`config.mk`:
```
export PLATFORM = sky130hd
export DESIGN_NAME = magic_square_sequencer
export DESIGN_NICKNAME = d
export VERILOG_FILES = /design/src/rtl/magic_square_sequencer.sv
export SDC_FILE = /design/constraint.sdc
export NUM_CORES = 1
export LEC_CHECK = 0
export CAP_MARGIN = 20
export CORE_ASPECT_RATIO = 0.8
export CORE_MARGIN = 2
export CORE_UTILIZATION = 51
export CTS_CLUSTER_DIAMETER = 50
export CTS_CLUSTER_SIZE = 40
export DETAILED_ROUTE_END_ITERATION = 12
export PLACE_DENSITY = 0.75
export SYNTH_ARGS = -nofsm -noshare
export SYNTH_HDL_FRONTEND = slang
export SYNTH_SLANG_ARGS = --single-unit
```
`constraint.sdc`:
```
create_clock -name clock -period 12.19 [get_ports clock]
set_input_delay 2.438 -clock clock [delete_from_list [all_inputs] [get_ports clock]]
set_output_delay 2.438 -clock clock [all_outputs]
set_load 0.1 [all_outputs]
```
`src/rtl/magic_square_sequencer.sv`:
```
// Sequential 3x3 magic-square checker: one line summed per cycle.
// Ports: clock/reset, start/ready in, num1..num9 digits, done/ack out,
//   sum (top-row sum), it_is_magic, mismatch_line.
// Option: define EARLY_ABORT_EN to finish on the first failing line.
module magic_square_sequencer #(
  parameter int DIGIT_W = 4,
  localparam int SUM_W = DIGIT_W + 2
) (
  input  logic               clock,
  input  logic               reset,
  input  logic               start,
  input  logic [DIGIT_W-1:0] num1,
  input  logic [DIGIT_W-1:0] num2,
  input  logic [DIGIT_W-1:0] num3,
  input  logic [DIGIT_W-1:0] num4,
  input  logic [DIGIT_W-1:0] num5,
  input  logic [DIGIT_W-1:0] num6,
  input  logic [DIGIT_W-1:0] num7,
  input  logic [DIGIT_W-1:0] num8,
  input  logic [DIGIT_W-1:0] num9,
  output logic               ready,
  output logic               done,
  input  logic               ack,
  output logic [SUM_W-1:0]   sum,
  output logic               it_is_magic,
  output logic [2:0]         mismatch_line
);

  typedef enum logic [1:0] {
    IDLE = 2'd0,
    SCAN = 2'd1,
    DONE = 2'd2
  } state_t;

  state_t state;
  logic [DIGIT_W-1:0] g [9];
  logic [2:0] idx;

  logic [DIGIT_W-1:0] op_a;
  logic [DIGIT_W-1:0] op_b;
  logic [DIGIT_W-1:0] op_c;
  logic [SUM_W-1:0]   line;
  logic               miss;
  logic               last;

  // Operand select for the shared adder; g[] is row-major.
  always_comb begin
    op_a = g[0];
    op_b = g[1];
    op_c = g[2];
    case (idx)
      3'd0: begin op_a = g[0]; op_b = g[1]; op_c = g[2]; end
      3'd1: begin op_a = g[3]; op_b = g[4]; op_c = g[5]; end
      3'd2: begin op_a = g[6]; op_b = g[7]; op_c = g[8]; end
      3'd3: begin op_a = g[0]; op_b = g[3]; op_c = g[6]; end
      3'd4: begin op_a = g[1]; op_b = g[4]; op_c = g[7]; end
      3'd5: begin op_a = g[2]; op_b = g[5]; op_c = g[8]; end
      3'd6: begin op_a = g[0]; op_b = g[4]; op_c = g[8]; end
      3'd7: begin op_a = g[2]; op_b = g[4]; op_c = g[6]; end
      default: begin op_a = g[0]; op_b = g[1]; op_c = g[2]; end
    endcase
  end

  assign line = {2'b00, op_a} + {2'b00, op_b} + {2'b00, op_c};

  // Only the first failing line is recorded.
  assign miss = (idx != 3'd0) && (line != sum) && it_is_magic;

`ifdef EARLY_ABORT_EN
  assign last = (idx == 3'd7) || miss;
`else
  assign last = (idx == 3'd7);
`endif

  always_ff @(posedge clock or posedge reset) begin
    if (reset) begin
      state         <= IDLE;
      ready         <= 1'b1;
      done          <= 1'b0;
      sum           <= '0;
      it_is_magic   <= 1'b0;
      mismatch_line <= 3'd0;
      idx           <= 3'd0;
      for (int i = 0; i < 9; i++) g[i] <= '0;
    end else begin
      unique case (state)
        IDLE: begin
          if (start) begin
            g[0]  <= num1;
            g[1]  <= num2;
            g[2]  <= num3;
            g[3]  <= num4;
            g[4]  <= num5;
            g[5]  <= num6;
            g[6]  <= num7;
            g[7]  <= num8;
            g[8]  <= num9;
            idx   <= 3'd0;
            ready <= 1'b0;
            state <= SCAN;
          end
        end
        SCAN: begin
          if (idx == 3'd0) begin
            sum           <= line;
            it_is_magic   <= 1'b1;
            mismatch_line <= 3'd0;
          end else if (miss) begin
            it_is_magic   <= 1'b0;
            mismatch_line <= idx;
          end
          if (last) begin
            done  <= 1'b1;
            state <= DONE;
          end else begin
            idx <= idx + 3'd1;
          end
        end
        DONE: begin
          if (ack) begin
            done  <= 1'b0;
            ready <= 1'b1;
            state <= IDLE;
          end
        end
        default: begin
          state <= IDLE;
          ready <= 1'b1;
          done  <= 1'b0;
        end
      endcase
    end
  end

endmodule

```
==> results of run 1 <==
[how the worst max path moves through the flow]
stage	startpoint	to	slack, ps	cells after the start
final	idx[0]$_DFFE_PP0P_	mismatch_line[2]$_DFFE_PP0P_	7710	15
after global routing	idx[0]$_DFFE_PP0P_	mismatch_line[1]$_DFFE_PP0P_	7390	15
after CTS	idx[0]$_DFFE_PP0P_	mismatch_line[2]$_DFFE_PP0P_	7670	15
after detailed placement	idx[0]$_DFFE_PP0P_	mismatch_line[2]$_DFFE_PP0P_	7730	15
after global placement	idx[0]$_DFFE_PP0P_	mismatch_line[1]$_DFFE_PP0P_	7890	14
after floorplan	idx[0]$_DFFE_PP0P_	mismatch_line[0]$_DFFE_PP0P_	8060	15
[cells in the mapped netlist, drive strengths merged (4+ instances only)]
library cell	n
dfrtp	52
mux2	40
nand2	26
o21ai	16
a222oi	12
inv	12
nor2	11
ha	9
nand3	7
a31oi	6
buf	6
fa	5
xnor2	5
xor2	4
[final cells by class]
cell class	count	area, um2
Fill cell	431	1870
Multi-Input combinational cell	169	1430
Sequential cell	53	1330
Timing Repair Buffer	53	538
Tap cell	65	81.3
Clock buffer	5	68.8
Clock inverter	3	46.3
Inverter	12	45.0
[cell families after synthesis]
| group | share of synthesized area [%] |
|---|---|
| adders and majority gates | 7.49 |
| muxes | 16.6 |
| DFF | 46.7 |
| and+or+nand+nor | 11.7 |
| xor gates and xnor gates | 2.78 |
| buffers and inverters | 2.95 |
| AOI/OAI and AO/OA | 11.8 |
[worst max-delay path, delay by kind of cell, from the launching register on]
family / cells / cell delay [ps]
fa+ha+maj: 5 / 1820
compound gates: 4 / 650
simple gates: 4 / 1160
xor+xnor: 2 / 350
flops: 1 / 440
[layer usage]
layer / vias up / routed length, um / part of all wire [%] / track usage [%]
met5: - / 0 / 0 / 0
met4: 0 / 75 / 1.3 / 5.98
met3: 9 / 346 / 5.9 / 3.97
met2: 86 / 2660 / 46 / 31.1
met1: 996 / 2750 / 47 / 30.0
li1: 970 / - / - / -
[stage by stage]
step	util (%)	instance area, um2
2_1_floorplan	-	2840
5_1_grt	65.4	3540
3_3_place_gp	62.9	3400
3_5_place_dp	62.9	3400
6_report	65.4	3540
4_1_cts	65.0	3520
[state kept, by name (all words and copies together) (netlist names)]
name and cells:
sum 6, ready 1, mismatch_line 3, idx 3, it_is_magic 1, state 2, g 36, done 1
==> impl_results.md, run 1 <==
* Clock sinks at 53
* Max-cap violations at 0
* Final worst path period share at 36.8%
* Nets at 348
* H-tree levels at 2
* Actual slew at the worst max-slew pin at 964 ps
* Slew margin rel. at 35.5%
* Critical path data arrival time at 4730 ps
* Hold buffers post-CTS at 0
* TNS Setup at 0 ps
* Worst hold path type: flop to flop
* Initial antenna violation count at 0
* Avg Cell Area, Syn at 11.8 um2
* Via/cell ratio at 5.73
* RSZ-0062 raised after global routing: no
* Top post-synthesis cells by area: dfrtp_1 46%, mux2_2 14%, a222oi_1 4.2%, ha_1 4.0%, fa_1 3.5%
* Crit path max fanout at 8
* Number of enable flip-flop cells after synthesis at 0
* Hold Crit Start: g[3]$_DFFE_PP0P_
* Shortest period the worst path allows at 4480 ps
* Status: complete, no violations
* Via count at 2061
* Worst Setup Path Type: flop to flop
* Total track usage at 20.5%
* Syn_nets at 295
* Routed len/inst at 16.2 um
* Synth unique cells at 43
* Hpwl dp at 4320 um
* Pre-CTS setup slack at 7730 ps
* Syn. warnings at 0
* CTS Buf Count at 5
* TritonRoute pass-1 iters at 5
* Dominant synthesized flop cell: dfrtp_1
* R2R Setup Slk at 7710 ps
* Commonest non-fill, non-tap cell in the layout: dfrtp_1
* # IOs at 52
* Hold Fails Final Rpt at 0
* Routability cong. at 0.888
* Synthesis-to-layout area growth at 24.5%
* Most frequent CP cell: ha_1
* WL final at 5830 um
* Largest net degree at the start of global routing at 54
* Share of layout cells above drive strength 1 at 23.1%
* Congestion Overflow GR at 0
* Reg2reg start: idx[0]$_DFFE_PP0P_
* Hold path cells at 1
* Most frequent cells in the layout: 52 x dfrtp_1, 51 x clkdlybuf4s50_1, 36 x mux2_2
* Antenna cell count at 0
* Setup crit start kind: flop
* Core area at 5410 um2
* CTS tree: done
* CP Data Required Time at 12430 ps
* Initial core utilization at 52.5%
* Mapped cell area at 2840 um2
* Kind of end point of the critical path: flop
* PortBufs at 51
* Die ar. at 6190 um2
* Worst-path clk slew at 100 ps
* Syn Inst Count at 241
* Worst path max stage delay at 510 ps
* R2R depth at 15
* Crit path max-delay cell type: or4_4
* Sequential share of the synthesized area at 46.7%
* Placement Rows at 24
* Vias in the first global route at 2056
* Hold slack at 505 ps
* Clock root cell: clkbuf_8
* Fin Clk Skew at 5.76 ps
* Drt initial violations at 155
* Later-pin clock latency in the skew report at 310 ps
* # setup viols final at 0
* Crit-path cells: ha_1 -> ha_1 -> or2_4 -> or4_4 -> nor2_2 -> a31oi_2 -> fa_1 -> ha_1 -> fa_1 -> xnor2_1 -> xnor2_1 -> nor4_2 -> a31oi_1 -> o21a_1 -> o21ai_2
* First-pass GRT wire length at 9920 um
* Worst Slack Setup Final at 7710 ps
* Endpoint of the worst hold path: g[3]$_DFFE_PP0P_
* Post-CTS Resized at 0
* Die Y at 70.7 um
* Max Freq at 223 MHz
* Drt drc at 0
* Finished Layout Cells at 360
* Final Max Slew Viols at 0
* RR Endpoint: mismatch_line[2]$_DFFE_PP0P_
* Ys async rst share at 100%
* Placed Cells at 351
* Die W at 87.4 um
* FF+latch count, synth at 53
* Area leader, netlist: dfrtp_1
* Clock buffer depth at 2
* Postcts setup bufs at 0
* Share of the synthesized area in the top cell type at 45.8%
* Antenna Nets Post-Route at 0
Power of run 1 is left out: the tool's default activity adds up to more than one toggle a clock period on the data nets, which glitch-free logic cannot reach.
==> run 2, diff against run 1 <==
- clock period: 12.19 -> 4.6 ns (I/O delays scaled with it)
==> run 2 against run 1 <==
Hold slack improved by 4.3 ps. Largest cell class unchanged. Core utilization increased by 0.62 points. Non-clock buffer count increased by 2. Critical endpoint unchanged. Register-to-register slack got worse by 7400 ps. Die area unchanged.
==> impl_results.md, run 2 (same netlist as run 1, synthesis figures left out) <==
* Antenna cell count at 0
* # setup viols final at 0
* Worst hold path type: flop to flop
* Most frequent CP cell: ha_1
* PortBufs at 51
* First-pass GRT wire length at 10300 um
* WP buf/inv at 0
* Worst-path clk slew at 100 ps
* Routability cong. at 0.912
* Later-pin clock latency in the skew report at 310 ps
* Clock root cell: clkbuf_8
* Max reg flops at 36
* Largest net degree at the start of global routing at 54
* Die Y at 70.7 um
* Most frequent cells in the layout: 52 x dfrtp_1, 51 x clkdlybuf4s50_1, 36 x mux2_2
* Hpwl dp at 4440 um
* Commonest non-fill, non-tap cell in the layout: dfrtp_1
* Max-cap violations at 0
* Placement Rows at 24
* Biggest register: g
* Kind of end point of the critical path: flop
* CP Depth at 15
* Clock buffer depth at 2
* Antenna Nets Post-Route at 0
* Nets at 350
* Crit-path cells: ha_1 -> ha_1 -> or2_4 -> or4_4 -> nor2_2 -> a31oi_2 -> fa_1 -> ha_1 -> fa_1 -> xnor2_1 -> xnor2_1 -> nor4_2 -> a31oi_1 -> o21a_1 -> o21ai_2
* Shortest period the worst path allows at 4310 ps
* WL final at 6050 um
* Crit path max-delay cell type: or4_4
* Share of layout cells above drive strength 1 at 23.6%
* Hold path cells at 1
* Largest regs: g: 36 flops, sum: 6 flops
* Drt drc at 0
* Crit path max fanout at 8
* Max Freq at 232 MHz
* Die W at 87.4 um
* Fin Clk Skew at 3.87 ps
* R2R depth at 15
* Fill cells at 428
* Critical path data arrival time at 4560 ps
* Final Max Slew Viols at 0
* Congestion Overflow GR at 0
* H-tree levels at 2
* Vias in the first global route at 2146
* Die ar. at 6190 um2
* Worst path max stage delay at 520 ps
* Synthesis-to-layout area growth at 25.7%
* Hold buffers post-CTS at 0
* Hold Fails Final Rpt at 0
* Routed len/inst at 16.7 um
* Top delay family on crit path: adder cells
* Final worst path period share at 93.7%
* Via count at 2042
* R2R Setup Slk at 290 ps
* Total track usage at 21.5%
* CP Data Required Time at 4850 ps
* CTS Buf Count at 5
* Clock sinks at 53
* Core area at 5410 um2
* Initial antenna violation count at 0
* Drt initial violations at 193
* RSZ-0062 raised after global routing: no
* Worst Setup Path Type: flop to flop
* Via/cell ratio at 5.64
* Actual slew at the worst max-slew pin at 975 ps
* Post-CTS Resized at 0
* Setup crit start kind: flop
* TritonRoute pass-1 iters at 4
* Initial core utilization at 52.5%
* TNS Setup at 0 ps
* Status: complete, no violations
* Slew margin rel. at 34.8%
* Postcts setup bufs at 0
* CTS tree: done
* # IOs at 52
==> run 2: layout make-up <==
class                   instances  area [um2]  share of cell area, %
repair buffers                 55         553                   15.5
flip-flops and latches         53        1330                   37.2
multi-input cells             169        1430                   40.0
clock inverters                 3        65.1                   1.82
clock buffers                   5        68.8                   1.93
well taps                      65        81.3                   2.28
inverters                      12        45.0                   1.26
==> run 2: layer usage <==
layer | share of wire (%) | global-route usage [%] | up-vias
met2 | 48 | 33.3 | 62
met5 | 0 | 0 | -
met3 | 5.8 | 4.67 | 11
li1 | - | - | 980
met1 | 45 | 29.7 | 989
met4 | 1.4 | 8.03 | 0
==> run 2: final timing paths <==
path,startpoint,end
worst min register to register,g[3]$_DFFE_PP0P_,g[3]$_DFFE_PP0P_
worst min-delay path,g[3]$_DFFE_PP0P_,g[3]$_DFFE_PP0P_
min in group asynchronous,reset,g[34]$_DFFE_PP0P_
worst max register to register,idx[0]$_DFFE_PP0P_,mismatch_line[2]$_DFFE_PP0P_
worst max-delay path,idx[0]$_DFFE_PP0P_,mismatch_line[2]$_DFFE_PP0P_
max in group asynchronous,reset,g[5]$_DFFE_PP0P_
==> run 2: per-stage QoR <==
stage	util (%)	worst slack [ps]	std cells	hold WS (ps)	area, um2
after floorplan	-	467	241	458	2840
after global placement	63.2	464	353	475	3420
after detailed placement	63.2	310	353	492	3420
after CTS	65.7	287	361	515	3550
after global routing	66.0	12.4	362	528	3570
final	66.0	288	362	510	3570
Power of run 2 is left out for the same reason.
